$ cat config.mk
export PLATFORM = sky130hd
export DESIGN_NAME = divk_seq
export DESIGN_NICKNAME = d
export VERILOG_FILES = /design/src/rtl/divk_pkg.sv /design/src/rtl/divk_fold.sv /design/src/rtl/divk_seq.sv
export SDC_FILE = /design/constraint.sdc
export NUM_CORES = 1
export LEC_CHECK = 0
export CAP_MARGIN = 20
export CELL_PAD_IN_SITES_DETAIL_PLACEMENT = 0
export CELL_PAD_IN_SITES_GLOBAL_PLACEMENT = 2
export CORE_ASPECT_RATIO = 1.2
export CORE_MARGIN = 2
export CORE_UTILIZATION = 30
export CTS_BUF_LIST = sky130_fd_sc_hd__clkbuf_4
export CTS_CLUSTER_SIZE = 12
export DETAILED_ROUTE_END_ITERATION = 7
export PLACE_DENSITY_LB_ADDON = 0.1
export SYNTH_ARGS = -nofsm -noshare
export SYNTH_HDL_FRONTEND = slang
export SYNTH_SLANG_ARGS = --single-unit
$ cat constraint.sdc
create_clock -name clk -period 6.4 [get_ports clk]
set_input_delay 0.96 -clock clk [delete_from_list [all_inputs] [get_ports clk]]
set_output_delay 0.96 -clock clk [all_outputs]
set_load 0.02 [all_outputs]
$ cat src/rtl/divk_pkg.sv
// Shared types and constants for the divide-by-(2^K - 1) sequencer.
// Holds the FSM state encoding and the worst-case latency helper.
package divk_pkg;

    typedef enum logic [1:0] {
        IDLE = 2'd0,
        FOLD = 2'd1,
        FIX  = 2'd2,
        HOLD = 2'd3
    } state_t;

    // Cycles from input transfer to out_valid, upper bound.
    function automatic int MAX_LAT(input int width);
        return width + 3;
    endfunction

endpackage

$ cat src/rtl/divk_fold.sv
// One combinational folding step for division by D = 2^K - 1.
// Since 2^K == 1 (mod D), hi*2^K + lo folds to hi + lo and hi joins the quotient.
module divk_fold
    import divk_pkg::*;
#(
    parameter int WIDTH = 32,
    parameter int K     = 8
) (
    input  logic [WIDTH-1:0] m,
    output logic [WIDTH-1:0] m_next,
    output logic [WIDTH-1:0] acc_inc,
    output logic             done
);

    localparam logic [WIDTH-1:0] D = {{(WIDTH-K){1'b0}}, {K{1'b1}}};

    assign acc_inc = m >> K;
    assign m_next  = acc_inc + (m & D);
    assign done    = (acc_inc == '0);

endmodule

$ cat src/rtl/divk_seq.sv
// Sequential divider by D = 2^K - 1 using repeated digit folding.
// Works on the magnitude, then restores the sign so results truncate toward zero.
module divk_seq
    import divk_pkg::*;
#(
    parameter int WIDTH  = 32,
    parameter int K      = 8,
    parameter int SIGNED = 1
) (
    input  logic             clk,
    input  logic             rst_n,
    input  logic             in_valid,
    output logic             in_ready,
    input  logic [WIDTH-1:0] x,
    output logic             out_valid,
    input  logic             out_ready,
    output logic [WIDTH-1:0] q,
    output logic [WIDTH-1:0] r,
    output state_t           dbg_state
);

    // Handshake: a transfer happens on a rising edge where valid && ready are
    // both high; out_valid/q/r hold steady until out_ready is seen.

    localparam logic [WIDTH-1:0] D = {{(WIDTH-K){1'b0}}, {K{1'b1}}};

    state_t           state;
    logic             sign;
    logic [WIDTH-1:0] m;
    logic [WIDTH-1:0] acc;

    logic [WIDTH-1:0] m_next;
    logic [WIDTH-1:0] acc_inc;
    logic             done;

    logic             neg;
    logic             is_d;
    logic [WIDTH-1:0] acc_fix;
    logic [WIDTH-1:0] m_fix;

    divk_fold #(
        .WIDTH (WIDTH),
        .K     (K)
    ) u_fold (
        .m       (m),
        .m_next  (m_next),
        .acc_inc (acc_inc),
        .done    (done)
    );

    assign neg       = (SIGNED != 0) && x[WIDTH-1];
    assign in_ready  = (state == IDLE);
    assign dbg_state = state;

    // After folding, m lies in 0..D; D itself is one more multiple of D.
    assign is_d    = (m == D);
    assign acc_fix = acc + {{(WIDTH-1){1'b0}}, is_d};
    assign m_fix   = is_d ? '0 : m;

    always_ff @(posedge clk or negedge rst_n) begin
        if (!rst_n) begin
            state     <= IDLE;
            sign      <= 1'b0;
            m         <= '0;
            acc       <= '0;
            q         <= '0;
            r         <= '0;
            out_valid <= 1'b0;
        end else begin
            case (state)
                IDLE: begin
                    if (in_valid) begin
                        sign  <= neg;
                        // Negating the most-negative value yields 2^(WIDTH-1) unsigned.
                        m     <= neg ? -x : x;
                        acc   <= '0;
                        state <= FOLD;
                    end
                end
                FOLD: begin
                    if (done) begin
                        state <= FIX;
                    end else begin
                        acc <= acc + acc_inc;
                        m   <= m_next;
                    end
                end
                FIX: begin
                    acc       <= acc_fix;
                    m         <= m_fix;
                    q         <= sign ? -acc_fix : acc_fix;
                    r         <= sign ? -m_fix : m_fix;
                    out_valid <= 1'b1;
                    state     <= HOLD;
                end
                HOLD: begin
                    if (out_ready) begin
                        out_valid <= 1'b0;
                        state     <= IDLE;
                    end
                end
                default: state <= IDLE;
            endcase
        end
    end

endmodule
# Word-level counts from Yosys, hierarchy flattened
# Cells that the tools add are included.
[totals]
wordCells = 45
reg_bits = 132
rom_bits = 0
latch_bits = 0
ram_bits = 0
output_inout_bits = 68
memories = 0
[op_classes]
shifts = 0
mul = 0
bitwise = 0
n_eq_ne = 8
n_div = 0
n_addsub = 6
reduce_logical = 8
muxes = 16
n_lt_le_gt_ge = 0
[op_table]
columns = ["op", "count"]
rows = [
  ["$mux 32", 8],
  ["$pmux 32 s3", 2],
  ["$neg 32->32", 3],
  ["$add 32x1->32", 1],
  ["$add 32x24->32", 1],
  ["$eq 32x8->1 const B", 1],
  ["$logic_not 32->1", 1],
  ["$add 24x8->25", 1],
  ["$ne 2x2->1 const B", 4],
  ["$pmux 2 s4", 1],
  ["$mux 2", 3],
  ["$reduce_and 3->1", 2],
  ["$eq 2x2->1 const B", 2],
  ["$reduce_and 2->1", 2],
  ["$reduce_bool 3->1", 1],
  ["$eq 2x1->1 const B", 1],
  ["$logic_not 2->1", 1],
  ["$pmux 1 s2", 1],
  ["$reduce_bool 2->1", 1],
  ["$mux 1", 1],
]

# Longest topological paths before layout
[depth]
word_depth = 4
depth_mapped = 19

# Cells and area by module
# From an unflattened synthesis, not the netlist that was laid out.
[unflattened]
hier_cells = 1398
area_unflattened_um2 = 11393.4
[modules_own_cells]
columns = ["module", "cells_per_inst", "n_inst", "area_each_um2", "seq_area_each_um2"]
rows = [
  ["divk_seq", 1258, 1, 10368.7, 3303.2],
  ["divk_fold", 140, 1, 1024.7, 0.0],
]

# Worst setup path before layout
# OpenSTA, ideal clock, no wires.
[synth_path]
path_kind = "register -> register"
from = "register m[28]"
to = "register q[31]"
t_arrival_ns = 4.992
path_stages_with_launch = 20
setup_slack_ns = 1.282
period_less_slack_ns = 5.118
setup_time_ns = 0.126
required_ns = 6.274
path_cell_list = "dfrtp_1 buf_6 or4_1 or4b_4 nor3_4 nand2_4 clkinv_2 buf_2 ha_1 ha_1 clkbuf_1 clkbuf_1 nand2_1 nor4_1 xor2_1 a211oi_2 o2111ai_1 or4b_1 mux2i_1 a221o_1"
[synth_via]
elab_chain_len = 4
[synth_rtl]
columns = ["item", "line_no", "text"]
rows = [
  ["from (decl)", "divk_seq.sv:29", "logic [WIDTH-1:0] m;"],
  ["from (signal assigned)", "divk_seq.sv:75", "m <= neg ? -x : x;"],
  ["from (signal assigned)", "divk_seq.sv:85", "m <= m_next;"],
  ["from (signal assigned)", "divk_seq.sv:90", "m <= m_fix;"],
  ["$eq 32x8->1 *", "divk_seq.sv:56", "assign is_d = (m == D);"],
  ["$add 32x1->32 *", "divk_seq.sv:57", "assign acc_fix = acc + {{(WIDTH-1){1'b0}}, is_d};"],
  ["$neg 32->32", "divk_seq.sv:91", "q <= sign ? -acc_fix : acc_fix;"],
  ["$mux 32 *", "divk_seq.sv:91", ""],
  ["to (signal assigned)", "divk_seq.sv:91", ""],
  ["to (decl)", "divk_seq.sv:17", "output logic [WIDTH-1:0] q,"],
]
# Mark *: on every way between the ends. The rest lies on a longest branch, timed or not.
# A chain may end at the register's enable or synchronous reset.

# Worst setup path after layout
[layout_path]
from = "register m[27]"
to = "register q[31]"
# Same word-level chain as after synthesis.

==> impl_results.md <==
* Outcome: complete, no violations
* Most used DFF post-synth: dfrtp_1
* Vias at 9,520
* Final core utilization at a little over a third
* F_max at approximately 180 MHz
* Clk pwr share at 9.8%
* Crit path largest cell delay at 0.62 ns
* Clock tree buffer depth at 2
* Hold Crit Class: input pin to async pin
* Syn-to-layout area delta at 17.8%
* Pre-CTS setup slack at 0.872 ns
* Total GRT Usage at between 20% and 30%
* WP buf/inv at 3
* Critical path's slowest cell: or4_1
* DP HPWL at 29,000 µm
* Final setup violation count at 0
* Relative slew slack at 26.4%
* Die height at 207 µm
* Overflow after GRT at 0
* Post-route ant nets at 0
* Gate Count Post-Synth at 1,219
* Largest net degree at the start of global routing at 82
* Final period util at 86.3%
* Initial antenna violation count at 1
* R2R Path End: q[31]
* Fin cells at about 1,800
* Post-Syn Area at approximately 10,000 µm²
* Post-CTS setup buffers at 0
* Row count at 74
* Worst-path cell chain: or4_1 > or4b_4 > nor3_4 > nand2_4 > clkinv_2 > ha_1 > ha_1 > buf_4 > inv_1 > nor3_1 > o2111ai_1 > a2111oi_1 > o2111ai_1 > or4b_1 > mux2i_1 > a221o_1
* Reg area at 3300 µm²
* CP Launch Type: flip-flop
* Layout cells sized above 1 at 8.74%
* Crit Path Class: flip-flop to flip-flop
* Num CTS Buffers at 17
* Ys Warns at 0
* Routed len/inst at 21.6 µm
* Reg2Reg Setup Slack at 0.88 ns
* Drt first pass iters at 5
* Post-CTS Hold Buffers at 0
* I/O Pins at 104
* Clk slew on worst S/H paths at 0.12 ns
* Total negative slack at 0 ns
* Die X at 174 µm
* Final min period at approximately 5.5 ns
* Dpl cells at 1,729
* Worst-path maximum fanout at 10
* Seq/Total Area, Yosys at 31.9%
* Synth cell types at 82
* Final WS setup at a little under 0.9 ns
* Syn_area_per_cell at between 8 and 9 µm²
* Asr flop ratio synth at 100%
* Die Area at 36,000 µm²
* Global-route wire length before repair at 59,600 µm
* Worst Max-Slew Pin Slew at 1.09 ns
* RSZ-0062 raised after global routing: false
* PortBufs at 103
* Net switching power at 3.47 mW
* CP arrival at 5.99 ns
* Drt initial violations at about 570
* Multi-input gate area at 6640 µm²
* DRC Markers at 0
* CP Data Required Time at 6.87 ns
* Core Area at 34,000 µm²
* Combinational share of power at between 60 and 70%
* Power per cell area at 555 nW/µm²
* Leakage power of the design at 4.97 nW
* R2R depth at 16
* Total chip power at between 6 and 7 mW
* Final #Nets at 1,371
* H-tree depth at 4
* Clk root buf: clkbuf_4
* Final Hold Viols at 0
* Critical Path Sink Type: flip-flop
* Pint at 3.29 mW
* R2R Path Start: m[27]
* Via density at 5.41
* CTS tree: built
* Flop pwr share at 25.5%
* RePlAce Congestion at between 0.8 and 0.9
* Number of global-route vias before repair at 9,800
* Clk_skew at 0.0287 ns
* Total of max-cap violations at 0
* CP delay by family, top: simple AND/OR/NAND/NOR gates
* Cts repair resizes at 0
* Initial Util at 30.5%
* # fillers at 3,581
* Net Count, Synth at 1,298
* Clock Latency Late Sink at about 0.58 ns
* Final count of pins violating max slew at 0
* Switching Share at 51.3%
* #FFs+latches synth at 132
* Total Routed Length at 38,000 µm
* Worst VDD drop at 0.000205 V
* CTS Sinks at 132
* Post-synth EDFFs at 0
==> registers in the layout, indices dropped and copies added, names as in the netlist <==
signal	flops
m	32
out_valid	1
acc	32
r	32
dbg_state	2
q	32
sign	1
==> power by group through the flow <==
stage,sequential [mW],clock [mW],combinational [mW]
final,1.73,0.661,4.38
after detailed placement,1.74,0,4.41
after global routing,1.79,0.716,4.81
after global placement,1.75,0,4.39
after CTS,1.72,0.685,4.43
after floorplan,1.73,0,2.73
==> cells in the final DEF, fill, tap and decap left out, types with 7 or more instances in the layout <==
cell type	count
dfrtp_1	131
nand2_1	118
clkdlybuf4s50_1	102
o21ai_0	90
nor2_1	86
xnor2_1	80
xor2_1	69
a21oi_1	67
nand3_1	41
ha_1	40
mux2_2	29
nand4_1	27
inv_1	27
a22oi_1	27
buf_4	27
o31ai_1	25
nor3_1	24
or3_1	22
clkbuf_4	19
or4_1	17
nor4_1	15
a21o_1	15
o211ai_1	11
nor2b_1	10
and3_1	10
or2_2	9
o41ai_1	8
a22o_1	8
and2_1	7
o311ai_0	7
a221oi_1	7
==> worst max path at each step <==
stage,from,end,slack [ns],cells after the start
CTS,m[27],q[31],0.85,16
global route,m[27],q[31],0.51,16
global placement,m[27],q[31],0.97,16
detailed placement,m[27],q[31],0.87,16
floorplan,m[28],q[31],1.28,19
finish,m[27],q[31],0.88,16
==> layer usage <==
metal | vias to the layer above | share of wire (%) | wire length, µm | track usage, %
li1 | 4655 | - | - | -
met1 | 4599 | 44 | 16900 | 27.1
met2 | 219 | 50 | 18900 | 37.4
met3 | 47 | 2.8 | 1050 | 2.55
met4 | 0 | 3.1 | 1170 | 7.74
met5 | - | 0 | 0 | 0
==> area by class of cell <==
type / instances / area share (%)
multi-input cells: 982 / 54.5
flip-flops and latches: 132 / 27.1
repair buffers: 131 / 10.4
well taps: 456 / 4.68
clock inverters: 12 / 1.33
clock buffers: 19 / 1.17
inverters: 28 / 0.872
diodes: 1 / 0.0205
==> synth_stat cells, drive strengths merged, types with 4 or more instances <==
| master | count | share of area [%] |
|---|---|---|
| dfrtp | 132 | 32 |
| nand2 | 120 | 4.4 |
| o21ai | 93 | 4.5 |
| nor2 | 87 | 3.2 |
| xnor2 | 80 | 6.8 |
| xor2 | 69 | 5.8 |
| a21oi | 67 | 3.2 |
| clkbuf | 64 | 2.3 |
| ha | 41 | 5.0 |
| nand3 | 41 | 2.0 |
| mux2 | 29 | 3.2 |
| nand4 | 28 | 1.8 |
| a22oi | 27 | 2.0 |
| inv | 27 | 0.98 |
| o31ai | 27 | 2.1 |
| nor3 | 25 | 1.3 |
| or3 | 22 | 1.3 |
| or4 | 18 | 1.3 |
| a21o | 15 | 1.1 |
| nor4 | 15 | 0.91 |
| buf | 13 | 0.69 |
| o211ai | 12 | 0.92 |
| and3 | 10 | 0.60 |
| nor2b | 10 | 0.60 |
| or2 | 10 | 0.60 |
| o41ai | 9 | 0.83 |
| a22o | 8 | 0.68 |
| and2 | 8 | 0.48 |
| a211oi | 7 | 0.60 |
| a221oi | 7 | 0.59 |
| o311ai | 7 | 0.59 |
| a2111oi | 6 | 0.58 |
| a211o | 6 | 0.51 |
| a31oi | 6 | 0.36 |
| nand2b | 6 | 0.36 |
| o221ai | 6 | 0.51 |
| mux2i | 5 | 0.48 |
| o21a | 5 | 0.36 |
| o22ai | 5 | 0.30 |
| and4 | 4 | 0.34 |
| o2111ai | 4 | 0.40 |
| o21bai | 4 | 0.29 |
==> stage by stage <==
| step | cell area (µm²) | hold slack [ns] |
|---|---|---|
| CTS | 12200 | 0.438 |
| detailed placement | 11900 | 0.489 |
| floorplan | 10300 | 0.513 |
| global placement | 11900 | 0.490 |
| global route | 12200 | 0.471 |
| finish | 12200 | 0.429 |
==> cells by family (layout without fill, tap and decap cells) <==
kind of cell               Yosys count  count (layout)  synth area share (%)
xor gates and xnor gates           149             149                  12.6
adders and majority gates           43              43                  5.34
other                                0               1                     0
buffers and inverters              105             190                  4.06
muxes                               34              34                  3.64
AOI/OAI and AO/OA                  343             343                  22.3
DFF                                132             132                  31.9
and+or+nand+nor                    413             413                  20.1
Power figures use the tool's default switching activity.
